`src/rtl/seq_det_pkg.sv`:
```
// Shared constants and types for the parametrised serial pattern detector.
// Optional feature macro: SEQ_MATCH_CNT_EN (enables the saturating match counter).
package seq_det_pkg;

  // Default maximum pattern length and the matching length-field width.
  localparam int unsigned PAT_W_DEF = 4;
  localparam int unsigned LEN_W     = $clog2(PAT_W_DEF + 1);

  // Overlap-mode encodings for the active configuration.
  typedef enum logic {
    OVL_OFF = 1'b0,
    OVL_ON  = 1'b1
  } ovl_mode_e;

  // Reset values of the active configuration.
  localparam logic      RST_PATTERN_BIT = 1'b0;
  localparam int unsigned RST_LEN       = 0;
  localparam ovl_mode_e RST_OVERLAP     = OVL_ON;

  // Width of a length/fill field for a given maximum pattern length.
  function automatic int unsigned len_width(input int unsigned pat_w);
    return $clog2(pat_w + 1);
  endfunction

endpackage

```
`src/rtl/seq_det_if.sv`:
```
// Stream, configuration and result signals of the serial pattern detector.
// The counter output is only meaningful when SEQ_MATCH_CNT_EN is defined.
interface seq_det_if #(
  parameter int unsigned PAT_W = 4,
  parameter int unsigned CNT_W = 8
);
  import seq_det_pkg::*;

  localparam int unsigned L_W = len_width(PAT_W);

  logic             in_valid;
  logic             in_bit;
  logic             cfg_load;
  logic [PAT_W-1:0] cfg_pattern;
  logic [L_W-1:0]   cfg_len;
  logic             cfg_overlap;
  logic             detected;
  logic [CNT_W-1:0] match_count;

  modport master (
    output in_valid, in_bit, cfg_load, cfg_pattern, cfg_len, cfg_overlap,
    input  detected, match_count
  );

  modport slave (
    input  in_valid, in_bit, cfg_load, cfg_pattern, cfg_len, cfg_overlap,
    output detected, match_count
  );

endinterface

```
`src/rtl/seq_det_window.sv`:
```
// Serial history window plus saturating fill counter for the pattern detector.
module seq_det_window
  import seq_det_pkg::*;
#(
  parameter int unsigned PAT_W = 4,
  localparam int unsigned L_W  = len_width(PAT_W)
) (
  input  logic             clk,
  input  logic             reset,
  input  logic             shift_en,
  input  logic             flush,
  input  logic             fill_clr,
  input  logic             in_bit,
  output logic [PAT_W-1:0] window,
  output logic [L_W-1:0]   fill
);

  logic [PAT_W-1:0] window_q;
  logic [L_W-1:0]   fill_q;

  // Shift in qualified bits; flush or reset wipe all history.
  always_ff @(posedge clk) begin
    if (reset || flush) begin
      window_q <= '0;
    end else if (shift_en) begin
      window_q <= {window_q[PAT_W-2:0], in_bit};
    end
  end

  // Count valid bits seen, saturating at PAT_W; a non-overlap match restarts it.
  always_ff @(posedge clk) begin
    if (reset || flush) begin
      fill_q <= '0;
    end else if (shift_en) begin
      if (fill_clr) begin
        fill_q <= '0;
      end else if (fill_q < L_W'(PAT_W)) begin
        fill_q <= fill_q + L_W'(1);
      end
    end
  end

  assign window = window_q;
  assign fill   = fill_q;

endmodule

```
`src/rtl/seq_detector_param.sv`:
```
// Runtime-programmable serial pattern detector with overlap control.
// Define SEQ_MATCH_CNT_EN to build the saturating match counter; otherwise
// match_count is tied to zero and no counter flops exist.
module seq_detector_param
  import seq_det_pkg::*;
#(
  parameter int unsigned PAT_W = 4,
  parameter int unsigned CNT_W = 8
) (
  input logic     clk,
  input logic     reset,
  seq_det_if.slave bus
);

  localparam int unsigned L_W = len_width(PAT_W);

  logic [PAT_W-1:0] act_pattern;
  logic [L_W-1:0]   act_len;
  ovl_mode_e        act_overlap;
  logic [L_W-1:0]   len_clamped_c;

  logic [PAT_W-1:0] window;
  logic [L_W-1:0]   fill;

  logic             shift_en_c;
  logic             fill_ok_c;
  logic             pat_eq_c;
  logic             match_c;
  logic [PAT_W:0]   cand_c;
  logic [PAT_W:0]   pat_ext_c;
  logic [PAT_W:0]   mask_c;
  logic             detected_q;

  // Over-long lengths are clamped to the window size when latched.
  assign len_clamped_c = (bus.cfg_len > L_W'(PAT_W)) ? L_W'(PAT_W) : bus.cfg_len;

  // Active configuration registers.
  always_ff @(posedge clk) begin
    if (reset) begin
      act_pattern <= {PAT_W{RST_PATTERN_BIT}};
      act_len     <= L_W'(RST_LEN);
      act_overlap <= RST_OVERLAP;
    end else if (bus.cfg_load) begin
      act_pattern <= bus.cfg_pattern;
      act_len     <= len_clamped_c;
      act_overlap <= ovl_mode_e'(bus.cfg_overlap);
    end
  end

  // A config load takes priority over, and discards, a same-cycle input bit.
  assign shift_en_c = bus.in_valid && !bus.cfg_load;

  seq_det_window #(
    .PAT_W (PAT_W)
  ) u_window (
    .clk      (clk),
    .reset    (reset),
    .shift_en (shift_en_c),
    .flush    (bus.cfg_load),
    .fill_clr (match_c && (act_overlap == OVL_OFF)),
    .in_bit   (bus.in_bit),
    .window   (window),
    .fill     (fill)
  );

  // Masked compare of the incoming bit plus history against the active pattern.
  always_comb begin
    cand_c    = {window, bus.in_bit};
    pat_ext_c = {1'b0, act_pattern};
    mask_c    = '0;
    for (int unsigned i = 0; i <= PAT_W; i++) begin
      mask_c[i] = (i < 32'(act_len));
    end
    pat_eq_c  = (((cand_c ^ pat_ext_c) & mask_c) == '0);
    fill_ok_c = ((L_W + 1)'(fill) + (L_W + 1)'(1)) >= (L_W + 1)'(act_len);
    match_c   = shift_en_c && (act_len != '0) && fill_ok_c && pat_eq_c;
  end

  // One-cycle match pulse, registered.
  always_ff @(posedge clk) begin
    if (reset) begin
      detected_q <= 1'b0;
    end else begin
      detected_q <= match_c;
    end
  end

  assign bus.detected = detected_q;

`ifdef SEQ_MATCH_CNT_EN
  logic [CNT_W-1:0] count_q;

  // Saturating match counter, updated on the same edge as the pulse.
  always_ff @(posedge clk) begin
    if (reset || bus.cfg_load) begin
      count_q <= '0;
    end else if (match_c && (count_q != {CNT_W{1'b1}})) begin
      count_q <= count_q + CNT_W'(1);
    end
  end

  assign bus.match_count = count_q;
`else
  assign bus.match_count = '0;
`endif

endmodule

```
`src/flat_wrapper.sv`:
```
// flat-port wrapper written by rule: the top's interface ports become plain ports
module seq_detector_param_flat import seq_det_pkg::*;
#(
  parameter int unsigned PAT_W = 4,
  parameter int unsigned CNT_W = 8
)
  (clk, reset, bus_in_valid, bus_in_bit, bus_cfg_load, bus_cfg_pattern, bus_cfg_len, bus_cfg_overlap, bus_detected, bus_match_count);
  seq_det_if #(.PAT_W(PAT_W), .CNT_W(CNT_W)) bus_i ();
  input logic clk;
  input logic reset;
  input wire logic [$bits(bus_i.in_valid)-1:0] bus_in_valid;
  input wire logic [$bits(bus_i.in_bit)-1:0] bus_in_bit;
  input wire logic [$bits(bus_i.cfg_load)-1:0] bus_cfg_load;
  input wire logic [$bits(bus_i.cfg_pattern)-1:0] bus_cfg_pattern;
  input wire logic [$bits(bus_i.cfg_len)-1:0] bus_cfg_len;
  input wire logic [$bits(bus_i.cfg_overlap)-1:0] bus_cfg_overlap;
  output wire logic [$bits(bus_i.detected)-1:0] bus_detected;
  output wire logic [$bits(bus_i.match_count)-1:0] bus_match_count;
  assign bus_i.in_valid = bus_in_valid;
  assign bus_i.in_bit = bus_in_bit;
  assign bus_i.cfg_load = bus_cfg_load;
  assign bus_i.cfg_pattern = bus_cfg_pattern;
  assign bus_i.cfg_len = bus_cfg_len;
  assign bus_i.cfg_overlap = bus_cfg_overlap;
  assign bus_detected = bus_i.detected;
  assign bus_match_count = bus_i.match_count;
  seq_detector_param #(.PAT_W(PAT_W), .CNT_W(CNT_W)) u_core (.clk(clk), .reset(reset), .bus(bus_i));
endmodule
```
`config.mk`:
```
export PLATFORM = sky130hd
export DESIGN_NAME = seq_detector_param_flat
export DESIGN_NICKNAME = d
export VERILOG_FILES = /design/src/rtl/seq_det_pkg.sv /design/src/rtl/seq_det_if.sv /design/src/rtl/seq_det_window.sv /design/src/rtl/seq_detector_param.sv /design/src/flat_wrapper.sv
export SDC_FILE = /design/constraint.sdc
export NUM_CORES = 1
export LEC_CHECK = 0
export CORE_UTILIZATION = 30
export CTS_CLUSTER_SIZE = 16
export DETAILED_ROUTE_END_ITERATION = 8
export PLACE_DENSITY = 0.61
export SLEW_MARGIN = 10
export SYNTH_ARGS = -nofsm -noshare
export SYNTH_HDL_FRONTEND = slang
export SYNTH_SLANG_ARGS = --single-unit
export TNS_END_PERCENT = 5
```
`constraint.sdc`:
```
create_clock -name clk -period 1.73 [get_ports clk]
set_clock_uncertainty 0.1 [all_clocks]
set_input_delay 0.2595 -clock clk [delete_from_list [all_inputs] [get_ports clk]]
set_output_delay 0.2595 -clock clk [all_outputs]
set_load 0.01 [all_outputs]
```
### Word level (Yosys, flattened, before mapping)

Index checks and enable logic that the tools add are counted.

| word-level totals | value |
|---|---|
| register bits | 16 |
| input bits | 13 |
| output and inout bits | 9 |

| operators by class | value |
|---|---|
| $add $sub $neg | 2 |
| $lt $le $gt $ge | 8 |
| mux-type cells | 3 |
| bitwise logic cells | 3 |
| reduce and logical (&&, ||, !) cells | 11 |

Operators by type and width:

| operator | count |
|---|---|
| two-way mux 3 bit | 3 |
| less-than comparator 1 x 3 -> 1 bit (first input constant) | 2 |
| less-than comparator 2 x 3 -> 1 bit (first input constant) | 2 |
| bitwise AND 5 bit | 1 |
| logical AND 1 bit | 5 |
| zero test 5 bit | 1 |
| XOR 5 x 4 -> 5 bit | 1 |
| adder 3 x 1 -> 4 bit (second input constant) | 1 |
| >= comparator 4 x 3 -> 1 bit | 1 |
| adder 3 x 1 -> 3 bit (second input constant) | 1 |
| > comparator 3 bit (second input constant) | 1 |
| less-than comparator 3 bit (first input constant) | 1 |
| less-than comparator 3 bit (second input constant) | 1 |
| nonzero test 3 bit | 1 |
| AND reduction 2 bit | 1 |
| nonzero test 2 bit | 1 |
| zero test 1 bit | 1 |
| logical OR 1 bit | 1 |
| NOT 1 bit | 1 |

### Logic depth before layout (Yosys ltp)

| depth | value |
|---|---|
| depth in word-level cells | 8 |
| gate-level depth with buffers | 7 |
| gate-level depth less buffers | 7 |

### Hierarchy

Synthesis repeated with hierarchy kept, for this count alone.

| unflattened totals | value |
|---|---|
| cell total of the unflattened synthesis | 92 |
| area, all modules | 863.3 µm² |

By module, submodules not included:

| module | instances | cells each | area each (µm²) | seq. area each (µm²) |
|---|---|---|---|---|
| seq_detector_param | 1 | 62 | 575.6 | 180.2 |
| seq_det_window | 1 | 30 | 287.8 | 140.1 |

### Worst setup path before layout

OpenSTA, ideal clock, no wires.

| timing path | value |
|---|---|
| path kind | flip-flop to flip-flop |
| start point | register u_core.u_window.fill_q[0], in the netlist u_core.u_window.fill[0] |
| end point | register u_core.u_window.fill_q[0], in the netlist u_core.u_window.fill[0] |
| arrival time | 1.369 ns |
| data required time | 1.509 ns |
| path slack | 0.141 ns |
| cell stages (with the launch flop) | 8 |
| path buffers | 0 |
| period minus slack after synthesis | 1.589 ns |
| cells stage by stage | dfxtp_1 > ha_1 > xor2_1 > ha_1 > inv_1 > o21ai_2 > nand4b_1 > nor3b_2 |

| between the ends | value |
|---|---|
| longest elaborated chain between the ends | 7 |
| elaborated cells between the ends (all ways) | 11 |
| those cells by class | 2 x add/sub; 2 x order compare; 2 x mux; 5 x reduce/logical |

Ends and longest elaborated chain:

| what | RTL line | RTL |
|---|---|---|
| start, declared | seq_det_window.sv:19 | `logic [L_W-1:0] fill_q;` |
| start signal, assigned | seq_det_window.sv:38 | `fill_q <= fill_q + L_W'(1);` |
| adder 3 x 1 -> 4 bit | seq_detector_param.sv:75 | `fill_ok_c = ((L_W + 1)'(fill) + (L_W + 1)'(1)) >= (L_W + 1)'(act_len);` |
| >= comparator 4 x 3 -> 1 bit | seq_detector_param.sv:75 |  |
| logical AND 1 bit (2 in a row) | seq_detector_param.sv:76 | `match_c = shift_en_c && (act_len != '0) && fill_ok_c && pat_eq_c;` |
| logical AND 1 bit | seq_detector_param.sv:60 | `.fill_clr (match_c && (act_overlap == OVL_OFF)),` |
| nonzero test 2 bit (no line) | n/a |  |
| AND reduction 2 bit (no line) | n/a |  |

Several ways; a longest one is shown, not always the timed one. The select of a mux whose other input is x is not followed.
A chain may end at the register's enable or synchronous reset.

### Worst setup path in the final report

| timing path | value |
|---|---|
| start point | register u_core.u_window.fill_q[1], in the netlist u_core.u_window.fill[1] |
| end point | register u_core.u_window.fill_q[0], in the netlist u_core.u_window.fill[0] |

The elaborated chain is that of the path after synthesis.

==> impl_results.md <==
- Final Max Slew Viols: 0
- DP Area: 1020 um^2
- Endpoint class of the critical path: flip-flop
- Met3 Use GR: 1.40%
- Slowest CP cell: dfxtp_2
- GPL Wtd Cong: 0.699
- Synth Instances: 91
- Routed WL per cell: 11.1 um
- Initial antenna violation count: 0
- Outcome: finished clean
- Seq/Total Area, Yosys: 36.6%
- Seq cells post-synth: 16
- P&R area growth vs syn: 24.0%
- Largest family of logic cells by synthesized area: simple AND/OR/NAND/NOR gates
- Critical path arrival: 1720 ps
- DR vias: 621
- Die footprint: 3140 um^2
- Mux contribution to synthesized area: 11.4%
- I/O Pins: 22
- Finish-stage setup viols: 0
- DIE WIDTH: 56.0 um
- Max_cap viols: 0
- # diodes: 0
- Layout Nets: 125
- Adder-cell share of the synthesized area: 5.71%
- Clock Sinks: 16
- Fin. Hold Viols: 0
- Detailed Place HPWL: 1240 um
- Peak supply drop: 0.000537 V
- Dpl ws: 32.1 ps
- FMAX: 0.606 GHz
- CP startpoint kind: flip-flop
- Share of layout cells above drive strength 1: 21.5%
- Pwr per Cell Area: 699 nW/um^2
- Setup CP Type: flip-flop to flip-flop
- Die height: 56.0 um
- Initial Utilization: 31.8%
- Netlist cell types: 27
- Mapped Area: 876 um^2
- DR DRC count: 0
- Max stage delay on crit path: 350 ps
- CORE AREA: 2760 um^2
- Fin area: 1090 um^2
- Vias per inst: 4.50
- Clk Latency, worst-skew pair: 280 ps
- Port bufs: 13
- Static Leakage: 0.441 nW
- Routed WL: 1530 um
- Crit share post-route: 95.4%
- DRT Pass-1 Iters: 4
- Worst-case clock buffer depth: 2
- Reg clk slew, reported paths: 90 ps
- Hold-fix buffers, CTS: 0
- Busiest grt layer: met2
- CTS tree: yes
- Top fanout value on the critical path: 3
- Worst Path Required: 1800 ps
- Mapped Avg Cell Area: 9.62 um^2
- Compound-Gate Fraction of Synth Area: 8.57%
- Worst path cell trace: ha_4 -> xor2_1 -> ha_1 -> inv_1 -> o21ai_2 -> nand4b_1 -> nor3b_2
- Total CTS buffers: 3
- Total grt overflow: 0
- Hold_ws: 426 ps
- DRT antenna net count: 0
- Root Buffer: clkbuf_4
- Utilization after layout: 39.4%
- H-tree Lvls: 1
- Yosys warnings: 0
- Hold crit path type: flip-flop to flip-flop
- Fin crit period: 1650 ps
- Fillers: 287
- First-pass GRT wire length: 2610 um
- Starting DRT DRC Count: 9
- Grt met1 use: 13.0%
- Std-Cell Rows: 19
- Postcts setup bufs: 0
- XOR/XNOR share of the synthesized area: 6.00%
- Simple-gate share of the synthesized area: 20.6%
- Vias in the first global route: 631
- RSZ-0062 raised after global routing: yes
- Final setup margin: 79.8 ps
- GRT met2 Usage: 18.2%
- Pin count of the biggest net entering global routing: 13
- PostCTS Resize Cnt: 0
- GRT Resource Usage Total: 10.5%
per-layer routing:
metal	part of all wire, %	wire length (um)
met3	2.8	43
met2	52	802
met1	44	681
met4	0.39	6
met5	0	0
critical path: cells and delay by family, from the launching register on:
family                   cells  cell delay, ps
adder cells (fa/ha/maj)      2             430
flip-flops                   1             350
AND/OR/NAND/NOR              2             340
XOR/XNOR                     1             140
AO/OA/AOI/OAI                1             130
buffers and inverters        1              40
per-stage QoR:
| stage | TNS, ps | power (mW) | instances |
|---|---|---|---|
| 2_1_floorplan | 0 | 0.486 | 98 |
| 3_3_place_gp | 0 | 0.515 | 134 |
| 3_5_place_dp | 0 | 0.518 | 134 |
| 4_1_cts | 0 | 0.768 | 138 |
| 5_1_grt | -7.07 | 0.800 | 138 |
| 6_report | 0 | 0.760 | 138 |
where the power goes:
| part | internal, mW | total [mW] | switching, mW | leakage, nW |
|---|---|---|---|---|
| clock | 0.128 | 0.245 | 0.117 | 0.0210 |
| combinational | 0.0669 | 0.123 | 0.0557 | 0.288 |
| sequential | 0.381 | 0.392 | 0.0107 | 0.132 |
| total | 0.576 | 0.760 | 0.184 | 0.441 |
Yosys cell counts (all sizes together):
master | number | area, um^2
nor3b | 4 | 50.1
or2 | 1 | 6.26
nand3 | 1 | 5.00
mux2i | 10 | 100
nand2b | 4 | 27.5
a31oi | 1 | 6.26
dfxtp | 16 | 320
nor2 | 12 | 47.6
xnor2 | 4 | 35.0
nand3b | 2 | 15.0
ha | 4 | 50.1
o21ai | 3 | 22.5
buf | 12 | 82.6
nor2b | 1 | 6.26
a211o | 1 | 8.76
xor2 | 2 | 17.5
a22oi | 1 | 12.5
conb | 1 | 3.75
inv | 3 | 11.3
nor3 | 1 | 10.0
nand2 | 1 | 3.75
a21oi | 5 | 25.0
nand4b | 1 | 8.76
worst paths after layout:
check / to / cells past startpoint / start / slack [ps]
worst min-delay path: u_core.u_window.window[3] / 2 / u_core.u_window.window[3] / 430
worst max-delay path: u_core.u_window.fill[0] / 7 / u_core.u_window.fill[1] / 80
worst max register to register: u_core.u_window.fill[0] / 7 / u_core.u_window.fill[1] / 80
worst min register to register: u_core.u_window.window[3] / 2 / u_core.u_window.window[3] / 430
kinds of logic after synthesis:
group / after synthesis
adder cells (fa/ha/maj): 4
multiplexers: 10
other: 1
buffers and inverters: 15
AND/OR/NAND/NOR: 28
XOR/XNOR: 6
flip-flops: 16
AO/OA/AOI/OAI: 11
flip-flops by register name, indices dropped and copies added (netlist names):
register / cells
u_core.act_pattern: 4
u_core.u_window.window: 4
u_core.act_len: 3
u_core.u_window.fill: 3
u_core.act_overlap: 1
u_core.bus.detected: 1
cells in the final DEF, fill, tap and decap left out, types with 3 or more instances in the layout:
master / n
clkdlybuf4s50_1: 13
xnor2_1: 4
a21oi_1: 4
buf_4: 4
nor2_1: 11
conb_1: 8
nor3b_2: 4
clkbuf_4: 3
dfxtp_1: 14
mux2i_1: 10
nand2b_1: 3
inv_1: 3
cell type report:
| cell class | instances | area (um^2) | area share (%) |
|---|---|---|---|
| timing repair buffer | 17 | 160 | 14.7 |
| sequential | 16 | 323 | 29.7 |
| inverter | 3 | 11.3 | 1.04 |
| multi-input combinational | 67 | 517 | 47.6 |
| clock buffer | 4 | 36.3 | 3.34 |
| tap | 31 | 38.8 | 3.57 |
No activity file was read; power rests on OpenSTA's default activity.
